File: config.mk
export PLATFORM = sky130hd
export DESIGN_NAME = spi1_cmd_decoder
export DESIGN_NICKNAME = d
export VERILOG_FILES = /design/src/rtl/spi1_pkg.sv /design/src/rtl/spi1_cmd_decoder.sv
export SDC_FILE = /design/constraint.sdc
export NUM_CORES = 1
export LEC_CHECK = 0
export CORE_UTILIZATION = 50
export CTS_CLUSTER_SIZE = 8
export DETAILED_ROUTE_END_ITERATION = 16
export HOLD_SLACK_MARGIN = 0.03
export PLACE_DENSITY = 0.78
export SETUP_SLACK_MARGIN = 0.2
export SYNTH_ARGS = -nofsm -noshare
export SYNTH_HDL_FRONTEND = slang
export SYNTH_SLANG_ARGS = --single-unit
export TNS_END_PERCENT = 1
File: constraint.sdc
create_clock -name sys_clock_i -period 1.8 [get_ports sys_clock_i]
set_clock_uncertainty 0.15 [all_clocks]
set_input_delay 0.36 -clock sys_clock_i [delete_from_list [all_inputs] [get_ports sys_clock_i]]
set_output_delay 0.36 -clock sys_clock_i [all_outputs]
set_load 0.02 [all_outputs]
File: src/rtl/spi1_pkg.sv
// Shared definitions for the SPI1 command decoder.
// Holds the command opcode encodings (taken from rx byte bits [7:5]),
// the decoder FSM state type and the default bus address width.
package spi1_pkg;

    localparam int ADDR_WIDTH = 17;

    localparam logic [2:0] OP_WRITE_AT   = 3'b100;
    localparam logic [2:0] OP_READ_AT    = 3'b110;
    localparam logic [2:0] OP_WRITE_NEXT = 3'b010;
    localparam logic [2:0] OP_READ_NEXT  = 3'b001;

    typedef enum logic [2:0] {
        ST_IDLE    = 3'd0,
        ST_ADDR_HI = 3'd1,
        ST_ADDR_LO = 3'd2,
        ST_DATA    = 3'd3,
        ST_REQ     = 3'd4,
        ST_DONE    = 3'd5
    } state_t;

endpackage

File: src/rtl/spi1_cmd_decoder.sv
// SPI1 command decoder.
// Turns the bytes of one SPI frame into a single bus read or write,
// holds the request until the arbiter acknowledges it, and returns read
// data as the next TX byte. *_NEXT commands use an internal address that
// auto-increments from the last issued request.
//
// Ports
//   sys_clock_i, sys_reset_n_i     clock, async active-low reset
//   spi_cs_active_i                frame active (synchronous to sys_clock_i)
//   rx_data_i / rx_valid_i         received byte + one-cycle strobe
//   tx_data_o / tx_valid_o         read data for the next SPI transfer + strobe
//   bus_req_o/we/addr/wr_data      request to arbiter, held until bus_ack_i
//   bus_ack_i / bus_rd_data_i      request serviced + read data
//   busy_o                         mirrors bus_req_o
//   overrun_o                      sticky: byte arrived while a request was pending
//
// state      | meaning
// -----------+---------------------------------------------------------
// ST_IDLE    | waiting for the opcode byte of a frame
// ST_ADDR_HI | *_AT: waiting for address bits 15..8
// ST_ADDR_LO | *_AT: waiting for address bits 7..0
// ST_DATA    | write: waiting for the data byte
// ST_REQ     | bus request held until bus_ack_i
// ST_DONE    | frame finished or bad opcode; ignore bytes until CS falls
module spi1_cmd_decoder
    import spi1_pkg::*;
#(
    parameter int ADDR_WIDTH = spi1_pkg::ADDR_WIDTH
) (
    input  logic                  sys_clock_i,
    input  logic                  sys_reset_n_i,
    input  logic                  spi_cs_active_i,
    input  logic [7:0]            rx_data_i,
    input  logic                  rx_valid_i,
    output logic [7:0]            tx_data_o,
    output logic                  tx_valid_o,
    output logic                  bus_req_o,
    output logic                  bus_we_o,
    output logic [ADDR_WIDTH-1:0] bus_addr_o,
    output logic [7:0]            bus_wr_data_o,
    input  logic                  bus_ack_i,
    input  logic [7:0]            bus_rd_data_i,
    output logic                  busy_o,
    output logic                  overrun_o
);

    state_t                  r_state;
    state_t                  w_state_nxt;

    logic [ADDR_WIDTH-1:0]   r_addr;
    logic                    r_is_at;
    logic                    r_is_we;
    logic                    r_a16;
    logic [7:0]              r_a_hi;
    logic [7:0]              r_a_lo;
    logic                    r_cs_d;

    logic                    r_bus_req;
    logic                    r_bus_we;
    logic [ADDR_WIDTH-1:0]   r_bus_addr;
    logic [7:0]              r_bus_wr_data;
    logic [7:0]              r_tx_data;
    logic                    r_tx_valid;
    logic                    r_overrun;

    logic                    w_rx_ok;
    logic                    w_issue;
    logic                    w_issue_we;
    logic                    w_overrun_set;
    logic                    w_cs_rise;
    logic [ADDR_WIDTH-1:0]   w_next_addr;
    logic [ADDR_WIDTH-1:0]   w_issue_addr;

    // A byte arriving together with CS falling is discarded.
    assign w_rx_ok     = rx_valid_i & spi_cs_active_i;
    assign w_cs_rise   = spi_cs_active_i & ~r_cs_d;
    assign w_next_addr = r_addr + ADDR_WIDTH'(1);

    always_comb begin
        w_state_nxt   = r_state;
        w_issue       = 1'b0;
        w_issue_we    = 1'b0;
        w_overrun_set = 1'b0;
        w_issue_addr  = w_next_addr;

        case (r_state)
            ST_IDLE: begin
                if (w_rx_ok) begin
                    case (rx_data_i[7:5])
                        OP_WRITE_AT,
                        OP_READ_AT:    w_state_nxt = ST_ADDR_HI;
                        OP_WRITE_NEXT: w_state_nxt = ST_DATA;
                        OP_READ_NEXT: begin
                            w_state_nxt = ST_REQ;
                            w_issue     = 1'b1;
                        end
                        default:       w_state_nxt = ST_DONE;
                    endcase
                end
            end
            ST_ADDR_HI: begin
                if (!spi_cs_active_i) begin
                    w_state_nxt = ST_IDLE;
                end else if (w_rx_ok) begin
                    w_state_nxt = ST_ADDR_LO;
                end
            end
            ST_ADDR_LO: begin
                // READ_AT completes here, using the low address byte straight off rx.
                w_issue_addr = ADDR_WIDTH'({r_a16, r_a_hi, rx_data_i});
                if (!spi_cs_active_i) begin
                    w_state_nxt = ST_IDLE;
                end else if (w_rx_ok) begin
                    if (r_is_we) begin
                        w_state_nxt = ST_DATA;
                    end else begin
                        w_state_nxt = ST_REQ;
                        w_issue     = 1'b1;
                    end
                end
            end
            ST_DATA: begin
                if (r_is_at) begin
                    w_issue_addr = ADDR_WIDTH'({r_a16, r_a_hi, r_a_lo});
                end
                w_issue_we = 1'b1;
                if (!spi_cs_active_i) begin
                    w_state_nxt = ST_IDLE;
                end else if (w_rx_ok) begin
                    w_state_nxt = ST_REQ;
                    w_issue     = 1'b1;
                end
            end
            ST_REQ: begin
                // CS is ignored here so an accepted bus cycle always completes.
                if (bus_ack_i) begin
                    w_state_nxt = spi_cs_active_i ? ST_DONE : ST_IDLE;
                end else if (rx_valid_i) begin
                    w_overrun_set = 1'b1;
                end
            end
            ST_DONE: begin
                if (!spi_cs_active_i) begin
                    w_state_nxt = ST_IDLE;
                end
            end
            default: w_state_nxt = ST_IDLE;
        endcase
    end

    always_ff @(posedge sys_clock_i or negedge sys_reset_n_i) begin
        if (!sys_reset_n_i) begin
            r_state <= ST_IDLE;
        end else begin
            r_state <= w_state_nxt;
        end
    end

    always_ff @(posedge sys_clock_i or negedge sys_reset_n_i) begin
        if (!sys_reset_n_i) begin
            r_addr        <= '0;
            r_is_at       <= 1'b0;
            r_is_we       <= 1'b0;
            r_a16         <= 1'b0;
            r_a_hi        <= '0;
            r_a_lo        <= '0;
            r_cs_d        <= 1'b0;
            r_bus_req     <= 1'b0;
            r_bus_we      <= 1'b0;
            r_bus_addr    <= '0;
            r_bus_wr_data <= '0;
            r_tx_data     <= '0;
            r_tx_valid    <= 1'b0;
            r_overrun     <= 1'b0;
        end else begin
            r_cs_d     <= spi_cs_active_i;
            r_tx_valid <= 1'b0;

            if (r_state == ST_IDLE && w_rx_ok) begin
                r_is_at <= rx_data_i[7];
                r_is_we <= ~rx_data_i[6];
                r_a16   <= rx_data_i[0];
            end
            if (r_state == ST_ADDR_HI && w_rx_ok) begin
                r_a_hi <= rx_data_i;
            end
            if (r_state == ST_ADDR_LO && w_rx_ok) begin
                r_a_lo <= rx_data_i;
            end

            if (w_issue) begin
                r_bus_req     <= 1'b1;
                r_bus_we      <= w_issue_we;
                r_bus_addr    <= w_issue_addr;
                r_bus_wr_data <= rx_data_i;
                r_addr        <= w_issue_addr;
            end else if (r_state == ST_REQ && bus_ack_i) begin
                r_bus_req <= 1'b0;
                if (!r_bus_we) begin
                    r_tx_data  <= bus_rd_data_i;
                    r_tx_valid <= 1'b1;
                end
            end

            if (w_overrun_set) begin
                r_overrun <= 1'b1;
            end else if (w_cs_rise) begin
                r_overrun <= 1'b0;
            end
        end
    end

    assign tx_data_o     = r_tx_data;
    assign tx_valid_o    = r_tx_valid;
    assign bus_req_o     = r_bus_req;
    assign bus_we_o      = r_bus_we;
    assign bus_addr_o    = r_bus_addr;
    assign bus_wr_data_o = r_bus_wr_data;
    assign busy_o        = r_bus_req;
    assign overrun_o     = r_overrun;

endmodule

==> reports/results.ini, run 1 <==
[cts]
cts_buffers=9
cts.sinks=60
cts-root-buf=clkbuf_8
clkLatencyLatePin_ps=350
cts_tree=built
cts_buffer_depth=2
htreeDepth=3
clk_pin_slew_ps=70

[logic_synthesis]
synth_top_area_share_pct=50.9
synth_top_family_by_area=compound AO/OA/AOI/OAI gates
ys_seq_elements=60
yosysUniqueCellTypes=53
syn_avg_cell_area_sq_um=10.6
synth_fa_ha_area_share_pct=0.424
yosysSeqAreaShare_pct=50.9
synth-simple-area-share_pct=14.8
synth.largest_area_cell=dfrtp_1
synthTopCellsByArea=dfrtp_1 51%, mux2_2 9.5%, nand2_1 5.2%, a21oi_1 2.4%, a22oi_1 2.0%
synth_mux_area_share_pct=9.55
syn_nets=300
synth-compound-area-share_pct=19.6
async_flop_share_pct=100
yosysWarningCount=0
syn_area_sq_um=2950
synth_edf_count=0
ys.flop_type=dfrtp_1
syn_inst=278
synthXorXnorAreaFrac_pct=0

[die]
die_x_um=78.8
dieArea_sq_um=6210
row_count=27
fp.coreArea_sq_um=5610
die-height_um=78.8
initial_core_util_pct=52.6
io_pins=59

[sta]
slew_headroom_pct=74.4
min_period_ps=1800
final-max-slew-violation-count=0
rsz0062_at_grt=true
max_freq_ghz=0.556
finalSetupViolCount=0
fin_crit_sh_pct=99.9
hold_viol_final=0
worst_pin_slew_ps=378

[global_route]
grt-ovfl-total=0
grt_max_degree=61
grt_usage_pct=27.6
antenna_found_initial=0
grt_pass1_vias=2579
grt_pass1_wl_um=12900

[detailed_routing]
ant_nets=0
viasPerCell=6.03
routed_wl_um=8450
drc=0
firstDrtPassIters=5
wl_per_cell_um=18.4
drt_iter0_drc=242
vias=2766

[final_layout]
drive_gt1_share_pct=38.0
final_nets=404
num_antenna_cells=0
n_fill_cell=389
stdcell_count=459
final_cell_area_sq_um=4270
postLayoutCoreUtil_pct=76.2
area_growth_pct=44.9

[place]
place_inst=433
place_congestion=0.850
placed_area_sq_um=3870
dp_hpwl_um=5500
io_buffers=58

[setup_path]
startpoint_type=register
critical_path.cell_chain=buf_4, nor4b_1, a21oi_1, or3_1, a21oi_1
r2r-start=r_state[0]$_DFFE_PN0P_
critPathMaxFanout=6
path_delay_family=simple AND/OR/NAND/NOR gates
r2r_cells=5
endpoint_kind=register
slowest_stage=dfrtp_2
path_class=register to register
r2r_slack_ps=2
cp.required_ps=1920
critPathArrivalTime_ps=1920
cp_num_buf_inv=1
timing.rr.end=r_state[1]$_DFFE_PN0P_
critPathMostFrequentCell=a21oi_1
cp_slowest_stage_delay_ps=470

[power]
p_int_w=0.00401
power.switching_w=0.00267
p_leak_nw=1.88
pwr-share-comb_pct=45.1
seq_power_share_pct=36.5
switching_share_pct=39.9
power_density_nw_per_um2=1560
ir_drop_v=0.000967
p_clk_share_pct=18.4

[min_path]
hold_path.class=register to register
hold-path-endpoint=bus_wr_data_o[6]$_DFFE_PN0P_
min_path_cells=2
min_from=bus_wr_data_o[6]$_DFFE_PN0P_

[run]
max_cap_violations=0

[outcome]
outcome=complete, no violations

## cell families (layout without fill, tap and decap cells)
kind of cell               Yosys count  in the layout
adders and majority gates            1              1
buffers and inverters               24            133
AOI/OAI and AO/OA                   80             80
and+or+nand+nor                     88             88
DFF                                 60             60
muxes                               25             25
## state kept, by name (all words and copies together) (netlist names)
name / count
bus_wr_data_o: 8
tx_data_o: 8
r_is_we: 1
bus_we_o: 1
r_is_at: 1
r_state: 3
r_cs_d: 1
overrun_o: 1
r_a_lo: 8
r_a16: 1
r_a_hi: 8
tx_valid_o: 1
bus_req_o: 1
bus_addr_o: 17
## cells in the mapped netlist (all sizes together) (3+ instances only)
cell type,instances
o22ai,10
a22oi,8
o21ai,15
mux2,25
a22o,4
o32ai,3
nand3,11
a31oi,3
dfrtp,60
nand2,41
inv,8
nor3,4
buf,14
nand4,4
a2bb2oi,5
a21oi,17
nor2,15
nand2b,3
## timing repair
action	in CTS	in global routing
pin swaps	1	7
hold buffers	1	0
resized for setup	71	23
buffers inserted	0	8
gates cloned	0	1
endpoints found under the hold margin	60	0
endpoints found under the setup margin	91	66
## worst min-delay path, cell delays in order, from the launching register on
cell and delay (ps):
dfrtp_1 340, nand2_1 50, nand2_1 60
## worst max-delay path by stage
| stage | cells past startpoint | from | slack (ps) | to |
|---|---|---|---|---|
| after CTS | 7 | r_state[0]$_DFFE_PN0P_ | 80 | bus_addr_o[2]$_DFFE_PN0P_ |
| after floorplan | 7 | r_state[2]$_DFFE_PN0P_ | 180 | bus_addr_o[4]$_DFFE_PN0P_ |
| after global placement | 8 | rx_data_i[7] | -230 | bus_addr_o[4]$_DFFE_PN0P_ |
| final | 5 | r_state[0]$_DFFE_PN0P_ | 2 | r_state[1]$_DFFE_PN0P_ |
| after global routing | 5 | r_state[0]$_DFFE_PN0P_ | -30 | r_state[1]$_DFFE_PN0P_ |
| after detailed placement | 8 | rx_data_i[6] | -290 | bus_addr_o[2]$_DFFE_PN0P_ |
## layout by cell type, fill, tap and decap left out, drive strengths merged, types with 2 or more instances in the layout
cell type,count
clkdlybuf4s50,18
nor3,4
and4,2
mux2,25
clkbuf,10
and3,2
buf,51
o32ai,3
nor2,15
nand2,41
a22o,4
a22oi,8
o21a,2
nand3,11
nand4,4
a31oi,3
clkinvlp,2
o22ai,10
dlygate4sd2,24
dfrtp,60
clkinv,3
o32a,2
or3,2
a21oi,17
a32oi,2
nand2b,3
inv,8
a2bb2oi,5
o21ai,15
clkdlybuf4s15,14
## power groups by stage
stage,registers (W),clock network (W),logic (W)
after floorplan,0.00276,0,0.00127
after CTS,0.00241,0.00124,0.00278
after global routing,0.00250,0.00131,0.00321
final,0.00244,0.00123,0.00301
after global placement,0.00239,0,0.00288
after detailed placement,0.00242,0,0.00295
## cell type report
class	instances	area [sq um]	share of cell area (%)
clock buffer	10	138	3.22
clock inverter	6	63.8	1.49
inverter	8	30.0	0.703
multi-input combinational	194	1420	33.3
sequential	60	1510	35.4
tap	72	90.1	2.11
timing repair buffer	109	1010	23.7
## stage by stage
| stage | hold WS [ps] | setup WS (ps) | TNS [ps] | total power [W] |
|---|---|---|---|---|
| after CTS | 330 | 76.0 | 0 | 0.00644 |
| after global routing | 351 | -25.7 | -33.8 | 0.00701 |
| after detailed placement | 241 | -287 | -10340 | 0.00537 |
| after global placement | 243 | -232 | -8580 | 0.00527 |
| after floorplan | -85.6 | 184 | 0 | 0.00402 |
| final | 331 | 1.86 | 0 | 0.00668 |
## metal layers
| layer | up-vias | wire length, um | global-route usage, % |
|---|---|---|---|
| met5 | - | 0 | 0 |
| met4 | 0 | 200 | 9.44 |
| met3 | 18 | 570 | 7.47 |
| met2 | 135 | 4290 | 45.4 |
| met1 | 1377 | 3390 | 35.1 |
| li1 | 1236 | - | - |
Power figures use the tool's default switching activity.
==> inputs of run 2 (changes only) <==
--- a/config.mk
+++ b/config.mk
@@ -5,11 +5,11 @@
 export SDC_FILE = /design/constraint.sdc
 export NUM_CORES = 1
 export LEC_CHECK = 0
-export CORE_UTILIZATION = 50
+export CORE_UTILIZATION = 46
 export CTS_CLUSTER_SIZE = 8
 export DETAILED_ROUTE_END_ITERATION = 16
 export HOLD_SLACK_MARGIN = 0.03
-export PLACE_DENSITY = 0.78
+export PLACE_DENSITY = 0.75
 export SETUP_SLACK_MARGIN = 0.2
 export SYNTH_ARGS = -nofsm -noshare
 export SYNTH_HDL_FRONTEND = slang
==> constraint.sdc (replaced) <==
create_clock -name sys_clock_i -period 1.4 [get_ports sys_clock_i]
set_clock_uncertainty 0.15 [all_clocks]
set_input_delay 0.28 -clock sys_clock_i [delete_from_list [all_inputs] [get_ports sys_clock_i]]
set_output_delay 0.28 -clock sys_clock_i [all_outputs]
set_load 0.02 [all_outputs]
==> run 2 against run 1 <==
Cell area up 12%. Register-to-register slack worse by 550 ps. The flow now finishes with violations (setup timing). Clock-buffer cell count down 1. Largest power group unchanged. Largest cell class is now multi-input combinational cells. Maximum frequency down 7.5%. Utilization up 3.0 points. Sequential power up 31%. Die area up 8.5%.
==> reports/results.ini, run 2 (synthesis results as in run 1) <==
[detailed_routing]
vias=3013  ; was 2766
ant_nets=0  ; unchanged
drc=0  ; unchanged
viasPerCell=6.11  ; was 6.03
firstDrtPassIters=5  ; unchanged
drt_iter0_drc=267  ; was 242
routed_wl_um=10200  ; was 8450 um
wl_per_cell_um=20.7  ; was 18.4 um

[sta]
finalSetupViolCount=61  ; was 0
holdWs_ps=158  ; was 331 ps
worst_pin_slew_ps=376  ; was 378 ps
hold_viol_final=0  ; unchanged
rsz0062_at_grt=true  ; unchanged
fin_crit_sh_pct=139  ; was 99.9%
max_freq_ghz=0.515  ; was 0.556 GHz
slew_headroom_pct=74.9  ; was 74.4%
final-max-slew-violation-count=0  ; unchanged
setup_ws_ps=-543  ; was 1.86 ps
min_period_ps=1940  ; was 1800 ps

[die]
io_pins=59  ; unchanged
row_count=28  ; was 27
initial_core_util_pct=48.7  ; was 52.6%
fp.coreArea_sq_um=6060  ; was 5610 sq um
dieArea_sq_um=6740  ; was 6210 sq um
die-height_um=82.1  ; was 78.8 um
die_x_um=82.1  ; was 78.8 um

[power]
ir_drop_v=0.00144  ; was 0.000967 V
switching_share_pct=39.0  ; was 39.9%
p_clk_share_pct=17.3  ; was 18.4%
p_int_w=0.00629  ; was 0.00401 W
seq_power_share_pct=31.0  ; was 36.5%
p_leak_nw=2.13  ; was 1.88 nW
power.switching_w=0.00402  ; was 0.00267 W
power_density_nw_per_um2=2150  ; was 1560 nW/um^2
power_w=0.0103  ; was 0.00668 W
pwr-share-comb_pct=51.7  ; was 45.1%

[setup_path]
critical_path.cell_chain=buf_6, buf_6, nor4b_4, a21oi_2, or3_1, a21oi_2  ; was buf_4, nor4b_1, a21oi_1, or3_1, a21oi_1
critPathMaxFanout=3  ; was 6
cp.required_ps=1520  ; was 1920 ps
startpoint_type=register  ; unchanged
endpoint_kind=register  ; unchanged
critPathArrivalTime_ps=2060  ; was 1920 ps
path_class=register to register  ; unchanged
slowest_stage=dfrtp_2  ; unchanged
cp_slowest_stage_delay_ps=460  ; was 470 ps
timing.rr.end=r_state[1]$_DFFE_PN0P_  ; unchanged
r2r_slack_ps=-540  ; was 2 ps
r2r_cells=6  ; was 5
r2r-start=r_state[0]$_DFFE_PN0P_  ; unchanged

[cts]
htreeDepth=3  ; unchanged
cts.sinks=60  ; unchanged
clk_pin_slew_ps=80  ; was 70 ps
clkLatencyLatePin_ps=350  ; about the same
cts_buffer_depth=2  ; unchanged
cts-root-buf=clkbuf_8  ; unchanged
cts_buffers=9  ; unchanged
cts_tree=built  ; unchanged

[global_route]
grt-ovfl-total=0  ; unchanged
grt_pass1_vias=2866  ; was 2579
grt_pass1_wl_um=14500  ; was 12900 um
antenna_found_initial=0  ; unchanged
grt_usage_pct=29.6  ; was 27.6%
grt_max_degree=56  ; was 61

[final_layout]
n_fill_cell=344  ; was 389
drive_gt1_share_pct=52.4  ; was 38.0%
multi_input_area_sq_um=1550  ; was 1420 sq um
final_cell_mix=61 x buf_4, 50 x dfrtp_1, 48 x buf_6  ; was 50 x dfrtp_1, 41 x nand2_1, 40 x buf_4
num_antenna_cells=0  ; unchanged
largest_register_ff_count=17  ; unchanged
final_nets=435  ; was 404
final_common_cell=buf_4  ; was dfrtp_1
seq_area_sq_um=1510  ; unchanged
area_growth_pct=62.8  ; was 44.9%
postLayoutCoreUtil_pct=79.2  ; was 76.2%

[min_path]
hold_path.class=input pin to asynchronous set/reset pin  ; was register to register

[outcome]
outcome=finished, violations left  ; was complete, no violations
violations=setup timing

[place]
io_buffers=58  ; unchanged
place_congestion=0.854  ; was 0.850
dp_hpwl_um=6030  ; was 5500 um

[run]
max_cap_violations=0  ; unchanged

## run 2: layer usage
metal	vias up	wire length [um]	track usage [%]
li1	1297	-	-
met1	1529	4120	38.1
met2	148	5150	49.3
met3	39	573	4.56
met4	0	391	12.8
met5	-	0	0
## run 2: worst max-delay path: cells and delay by family (launching register included)
kind	cells	cell delay [ps]
AND/OR/NAND/NOR	2	720
flip-flops	1	460
buffers and inverters	2	260
AO/OA/AOI/OAI	2	270
## run 2: cell type report
| class | count | share of cell area, % |
|---|---|---|
| Multi-Input combinational cell | 194 | 32.2 |
| Sequential cell | 60 | 31.5 |
| Timing Repair Buffer | 140 | 28.9 |
| Clock inverter | 7 | 2.11 |
| Clock buffer | 9 | 2.58 |
| Inverter | 8 | 0.677 |
| Tap cell | 75 | 1.95 |
## run 2: worst max-delay path by stage
stage,to,depth (start not counted),slack [ps],startpoint
after global placement,bus_addr_o[13]$_DFFE_PN0P_,7,-580,rx_data_i[7]
final,r_state[1]$_DFFE_PN0P_,6,-540,r_state[0]$_DFFE_PN0P_
after detailed placement,bus_addr_o[12]$_DFFE_PN0P_,7,-660,rx_data_i[7]
after floorplan,bus_addr_o[4]$_DFFE_PN0P_,7,-220,r_state[2]$_DFFE_PN0P_
after CTS,bus_addr_o[15]$_DFFE_PN0P_,7,-340,r_state[1]$_DFFE_PN0P_
after global routing,r_state[1]$_DFFE_PN0P_,6,-540,r_state[0]$_DFFE_PN0P_
## run 2: power groups by stage
| stage | clock, W | sequential (W) | combinational (W) |
|---|---|---|---|
| after floorplan | 0 | 0.00354 | 0.00163 |
| after global placement | 0 | 0.00296 | 0.00428 |
| after detailed placement | 0 | 0.00301 | 0.00438 |
| after CTS | 0.00178 | 0.00312 | 0.00484 |
| after global routing | 0.00188 | 0.00324 | 0.00562 |
| final | 0.00178 | 0.00319 | 0.00533 |
## run 2: metrics by stage
step	worst slack, ps	setup TNS [ps]	area [sq um]	cells
2_1_floorplan	-216	-8150	2970	278
3_3_place_gp	-583	-27310	4130	465
3_5_place_dp	-664	-29280	4130	465
4_1_cts	-339	-15230	4620	490
5_1_grt	-537	-21490	4800	493
6_report	-543	-18680	4800	493
## run 2: what timing repair did
action | in CTS | in global routing
setup endpoints to repair | 97 | 97
pin swaps | 12 | 12
setup buffers | 8 | 3
hold endpoints to repair | 60 | 0
hold buffers | 1 | 0
resized for setup | 266 | 39
